--- src/rtl/regfile_writeback.sv ---
// Write-back stage: merges ALU and load-response results into the register file write port,
// formats loads (byte/half extraction, sign/zero extension) and tracks pending writes per register.
module regfile_writeback #(
    parameter int DATA_WIDTH   = 32,
    parameter int NUM_REGISTER = 32,
    localparam int AW          = $clog2(NUM_REGISTER)
) (
    input  logic                    clk_i,
    input  logic                    rst_i,
    input  logic                    alu_valid_i,
    output logic                    alu_ready_o,
    input  logic [AW-1:0]           alu_rd_addr_i,
    input  logic [DATA_WIDTH-1:0]   alu_data_i,
    input  logic                    lsu_valid_i,
    input  logic [AW-1:0]           lsu_rd_addr_i,
    input  logic [DATA_WIDTH-1:0]   lsu_data_i,
    input  logic [2:0]              lsu_funct3_i,
    input  logic [1:0]              lsu_addr_lo_i,
    input  logic                    reserve_i,
    input  logic [AW-1:0]           reserve_addr_i,
    output logic                    we_o,
    output logic [AW-1:0]           rd_addr_o,
    output logic [DATA_WIDTH-1:0]   rd_o,
    output logic [NUM_REGISTER-1:0] busy_o,
    output logic                    illegal_load_o
);

    typedef enum logic [2:0] {
        LD_B  = 3'b000,
        LD_H  = 3'b001,
        LD_W  = 3'b010,
        LD_BU = 3'b100,
        LD_HU = 3'b101
    } load_op_e;

    logic                    we_q, we_d;
    logic [AW-1:0]           rd_addr_q, rd_addr_d;
    logic [DATA_WIDTH-1:0]   rd_q, rd_d;
    logic [NUM_REGISTER-1:0] busy_q, busy_d;
    logic                    illegal_q, illegal_d;

    logic [7:0]              byte_sel;
    logic [15:0]             half_sel;
    logic [DATA_WIDTH-1:0]   load_data;
    logic                    load_illegal;
    logic                    alu_accept;

    // The LSU cannot stall, so it always wins; the ALU waits whenever a load response is present.
    assign alu_ready_o = !lsu_valid_i;
    assign alu_accept  = alu_valid_i && !lsu_valid_i;

    always_comb begin
        // NOTE: every variable gets a default before the case so no path leaves it unassigned (no latch).
        byte_sel     = lsu_data_i[7:0];
        load_data    = '0;
        load_illegal = 1'b0;
        case (lsu_addr_lo_i)
            2'd0:    byte_sel = lsu_data_i[7:0];
            2'd1:    byte_sel = lsu_data_i[15:8];
            2'd2:    byte_sel = lsu_data_i[23:16];
            default: byte_sel = lsu_data_i[31:24];
        endcase
        half_sel = lsu_addr_lo_i[1] ? lsu_data_i[31:16] : lsu_data_i[15:0];
        case (lsu_funct3_i)
            LD_B:    load_data = {{(DATA_WIDTH-8){byte_sel[7]}}, byte_sel};
            LD_H:    load_data = {{(DATA_WIDTH-16){half_sel[15]}}, half_sel};
            LD_W:    load_data = lsu_data_i;
            LD_BU:   load_data = {{(DATA_WIDTH-8){1'b0}}, byte_sel};
            LD_HU:   load_data = {{(DATA_WIDTH-16){1'b0}}, half_sel};
            default: load_illegal = 1'b1;
        endcase
    end

    // Writes to x0 are consumed without touching the write port; address and data hold.
    always_comb begin
        we_d      = 1'b0;
        rd_addr_d = rd_addr_q;
        rd_d      = rd_q;
        illegal_d = 1'b0;
        if (lsu_valid_i) begin
            if (load_illegal) begin
                illegal_d = 1'b1;
            end else if (lsu_rd_addr_i != '0) begin
                we_d      = 1'b1;
                rd_addr_d = lsu_rd_addr_i;
                rd_d      = load_data;
            end
        end else if (alu_accept && (alu_rd_addr_i != '0)) begin
            we_d      = 1'b1;
            rd_addr_d = alu_rd_addr_i;
            rd_d      = alu_data_i;
        end
    end

    // Clears are applied before the set so a same-edge reservation keeps the bit owned.
    always_comb begin
        busy_d = busy_q;
        if (we_q) begin
            busy_d[rd_addr_q] = 1'b0;
        end
        if (lsu_valid_i && load_illegal) begin
            busy_d[lsu_rd_addr_i] = 1'b0;
        end
        if (reserve_i && (reserve_addr_i != '0)) begin
            busy_d[reserve_addr_i] = 1'b1;
        end
        busy_d[0] = 1'b0;
    end

    always_ff @(posedge clk_i) begin
        // NOTE: state registers use non-blocking assignments so all flops update from pre-edge values.
        if (rst_i) begin
            we_q      <= 1'b0;
            rd_addr_q <= '0;
            rd_q      <= '0;
            busy_q    <= '0;
            illegal_q <= 1'b0;
        end else begin
            we_q      <= we_d;
            rd_addr_q <= rd_addr_d;
            rd_q      <= rd_d;
            busy_q    <= busy_d;
            illegal_q <= illegal_d;
        end
    end

    assign we_o           = we_q;
    assign rd_addr_o      = rd_addr_q;
    assign rd_o           = rd_q;
    assign busy_o         = busy_q;
    assign illegal_load_o = illegal_q;

endmodule
--- config.mk ---
export PLATFORM = sky130hd
export DESIGN_NAME = regfile_writeback
export DESIGN_NICKNAME = d
export VERILOG_FILES = /design/src/rtl/regfile_writeback.sv
export SDC_FILE = /design/constraint.sdc
export NUM_CORES = 1
export LEC_CHECK = 0
export ABC_AREA = 1
export CAP_MARGIN = 20
export CORE_AREA = 2 2 102 104
export DETAILED_ROUTE_END_ITERATION = 6
export DIE_AREA = 0 0 104 106
export PLACE_DENSITY = 0.85
export SLEW_MARGIN = 20
export SYNTH_ARGS = -nofsm -noshare
export SYNTH_HDL_FRONTEND = slang
export SYNTH_SLANG_ARGS = --single-unit
--- constraint.sdc ---
create_clock -name clk_i -period 3.5 [get_ports clk_i]
set_clock_uncertainty 0.1 [all_clocks]
set_input_delay 0.7 -clock clk_i [delete_from_list [all_inputs] [get_ports clk_i]]
set_output_delay 0.7 -clock clk_i [all_outputs]
set_load 0.05 [all_outputs]
==> summary.txt <==
Status
  – Outcome: finished clean

Min path
  – Hold Startpoint: busy_o[27]
  – Hold Path Class: flop to flop
  – Hold Path Depth: 2
  – WHS Endpoint: busy_o[27]

STA
  – Max Slew Vio Count: 0
  – Total Neg Setup Slack: 0 ns
  – Hold Violations, Final: 0
  – Worst-margin pin slew: roughly 1.1 ns
  – Min Tclk post-route: 2.61 ns
  – Relative slew slack: approximately a quarter
  – RSZ-0062 raised after global routing: no
  – Max Clk Rate: between 0.3 and 0.4 GHz
  – Setup violations, final: 0
  – Final period util: around three quarters

Yosys
  – Syn Inst Count: 821
  – Flops & latches, synth: 70
  – Top cells by count, synth: nand2_1, nand3_1, dfxtp_1, nor2_1, inv_1
  – Syn Area/Cell: 5.95 sq um
  – Register area share after synthesis: between 20% and 30%
  – Simple-gate portion of the synthesized area: 45.3%
  – Largest family of logic cells by synthesized area: simple AND/OR/NAND/NOR gates
  – Synth warn: 0
  – Mapped Area: ~0.0049 sq mm
  – Asr flop ratio synth: 0%
  – Post-synth EDFFs: 0
  – Post-synth top area cell: dfxtp_1
  – Count leader, synth: nand2_1
  – Synth Area in Compound Gates: 14.9%
  – Mux cell area share after synthesis: 0.410%
  – Syn Nets: 910
  – Post-synthesis adder-cell area fraction: 0%
  – Top_reg_cell synth: dfxtp_1
  – Xor and xnor area share after synthesis: 0%
  – Area share of the largest cell type after synthesis: 28.7%
  – Synth area leaders: dfxtp_1, nand2_1, nand3_1
  – Cell variety after synth: 28

CTS
  – Worst skew pair latency: 0.35 ns
  – Clk slew on worst S/H paths: 0.08 ns
  – CTS tree: built
  – H-tree level count: 3
  – Post-CTS Repair Setup Buffers: 0
  – CTS Hold Bufs: 0
  – Clock buffer depth: 2
  – TritonCTS buffer count: 9
  – Clock Root Buffer: clkbuf_8
  – Clk sinks: 70
  – Post-cts resize count: 0

Global routing
  – Largest net degree at the start of global routing: between 40 and 50
  – First-pass GRT wire length: 27.1 mm
  – Global Route Usage Sum: 30.0%
  – Initial antenna violation count: 0
  – Total congestion overflow: 0
  – Number of global-route vias before repair: 5423

Power and ir drop
  – Clk pwr share: 31.1%
  – Int Pwr: 0.00152 W
  – Register share of total power: approximately 37%
  – VDD IR max: 0.219 mV
  – Pwr dens: 349 mW/mm^2
  – Pleak: slightly below 3 nW
  – Sw Share: a little over a third
  – Switching Power: 0.000827 W
  – Combinational share of power: between 30% and 40%

Floorplanning
  – Io pins: roughly 160
  – Die X: 104 microns
  – Starting Density: 48.8%
  – Core footprint: 0.0100 sq mm
  – Std-Cell Rows: 37
  – DIE HEIGHT: roughly 110 microns
  – Die ar.: 0.0110 sq mm

Placed design
  – Placer Congestion: 0.995
  – Placement Cell Area: between 0.006 and 0.007 sq mm
  – DP Wirelength: 12.2 mm
  – IO Port Bufs: 159

Job
  – Max_cap viols: 0

Finish
  – Design Area, Final: 0.00674 sq mm
  – P&R area growth vs syn: 38.1%
  – FILL cells: roughly 940
  – ANT cells: 0
  – Layout cells sized above 1: 4.26%
  – Register area: between 0.001 and 0.0015 sq mm
  – Final #Nets: 1047
  – Multi-input gate area: between 0.002 and 0.003 sq mm

Route
  – Vias after detailed routing: 5917
  – Antenna-violating nets left: 0
  – Pre-antenna DRT Iters: 5
  – DR iter-0 viols: 507
  – Routed wire length: 16.9 mm
  – Routed WL per cell: 15.4 microns
  – Post-route DRC violation count: 0
  – Drt via density: 5.39

Worst setup path
  – R2r endpoint: busy_o[9]
  – Worst Setup Start Kind: input pin
  – Reg-to-reg startpoint: rd_addr_o[0]
  – CP Data Required Time: 3.64 ns
  – Arrival @ worst endpoint: 2.75 ns
  – Setup Crit Path Kind: input pin to flop
  – CP max FO: 42
  – Crit end category: flop
  – Worst reg-to-reg setup slack: around 1.4 ns
  – Reg2reg path depth: 5
## cell type report
cell class | instances | area share (%)
Clock buffer | 9 | 1.84
Inverter | 72 | 4.05
Multi-Input combinational cell | 635 | 44.0
Clock inverter | 6 | 1.28
Sequential cell | 70 | 20.8
Timing Repair Buffer | 170 | 25.5
Tap cell | 136 | 2.52
## power by group through the flow
stage	Clock, W	Sequential (W)	Combinational (W)
after floorplan	0	0.00104	0.000301
after global placement	0	0.000890	0.000731
final	0.000732	0.000872	0.000747
after detailed placement	0	0.000889	0.000736
after global routing	0.000765	0.000877	0.000803
after CTS	0.000736	0.000871	0.000741
## placed cells by master (no fill, tap or decap), types with 3 or more instances in the layout
master,count
a21boi_0,37
a21boi_1,3
a21oi_1,66
buf_12,4
buf_4,8
clkbuf_8,9
clkdlybuf4s50_1,158
dfxtp_1,70
inv_1,69
nand2_1,291
nand2_2,3
nand3_1,80
nand3b_1,34
nor2_1,70
nor2_4,3
nor3_1,22
o21ai_0,16
## registers in the layout, indices dropped and copies added (netlist names)
name and flops:
busy_o 31, illegal_load_o 1, rd_o 32, we_o 1, rd_addr_o 5
## layer usage
metal	vias up	GRT usage, %	wire length [microns]
met2	332	50.5	7990
met1	2653	38.9	7070
li1	2902	-	-
met4	0	10.1	332
met5	-	0	0
met3	30	5.03	1460
## worst max-delay path, stage by stage
cell and delay [ns]:
clkdlybuf4s50_1 0.49, nor2_4 0.45, nor2_2 0.08, nor2_1 0.14, nand2_2 0.30, buf_12 0.29
a21boi_0 0.20, a21oi_1 0.09
## worst max path at each step
stage                             end            start  cells past startpoint  slack [ns]
after floorplan           alu_ready_o      lsu_valid_i                      3        1.12
after global placement        rd_o[9]  lsu_funct3_i[0]                      8        0.70
after detailed placement     rd_o[23]  lsu_funct3_i[0]                      8        0.59
after CTS                    rd_o[23]  lsu_funct3_i[0]                      8        0.94
after global routing         rd_o[21]  lsu_funct3_i[0]                      8        0.73
final                        rd_o[20]  lsu_funct3_i[0]                      8        0.89
## metrics by stage
stage          total power [W]  utilization [%]  setup slack (ns)  std cells  hold slack, ns
2_1_floorplan          0.00134                -              1.12        821           0.606
3_3_place_gp           0.00162             65.3             0.701       1083           0.376
3_5_place_dp           0.00162             65.3             0.586       1083           0.378
4_1_cts                0.00235             67.4             0.943       1098           0.389
5_1_grt                0.00244             67.4             0.730       1098           0.409
6_report               0.00235             67.4             0.891       1098           0.388
## kinds of logic after synthesis
logic type             count (synthesis)
AOI/OAI and AO/OA                    124
buffers and inverters                116
DFF                                   70
muxes                                  2
other                                  1
and+or+nand+nor                      508
Note: power is estimated with default switching activity, not from simulation.
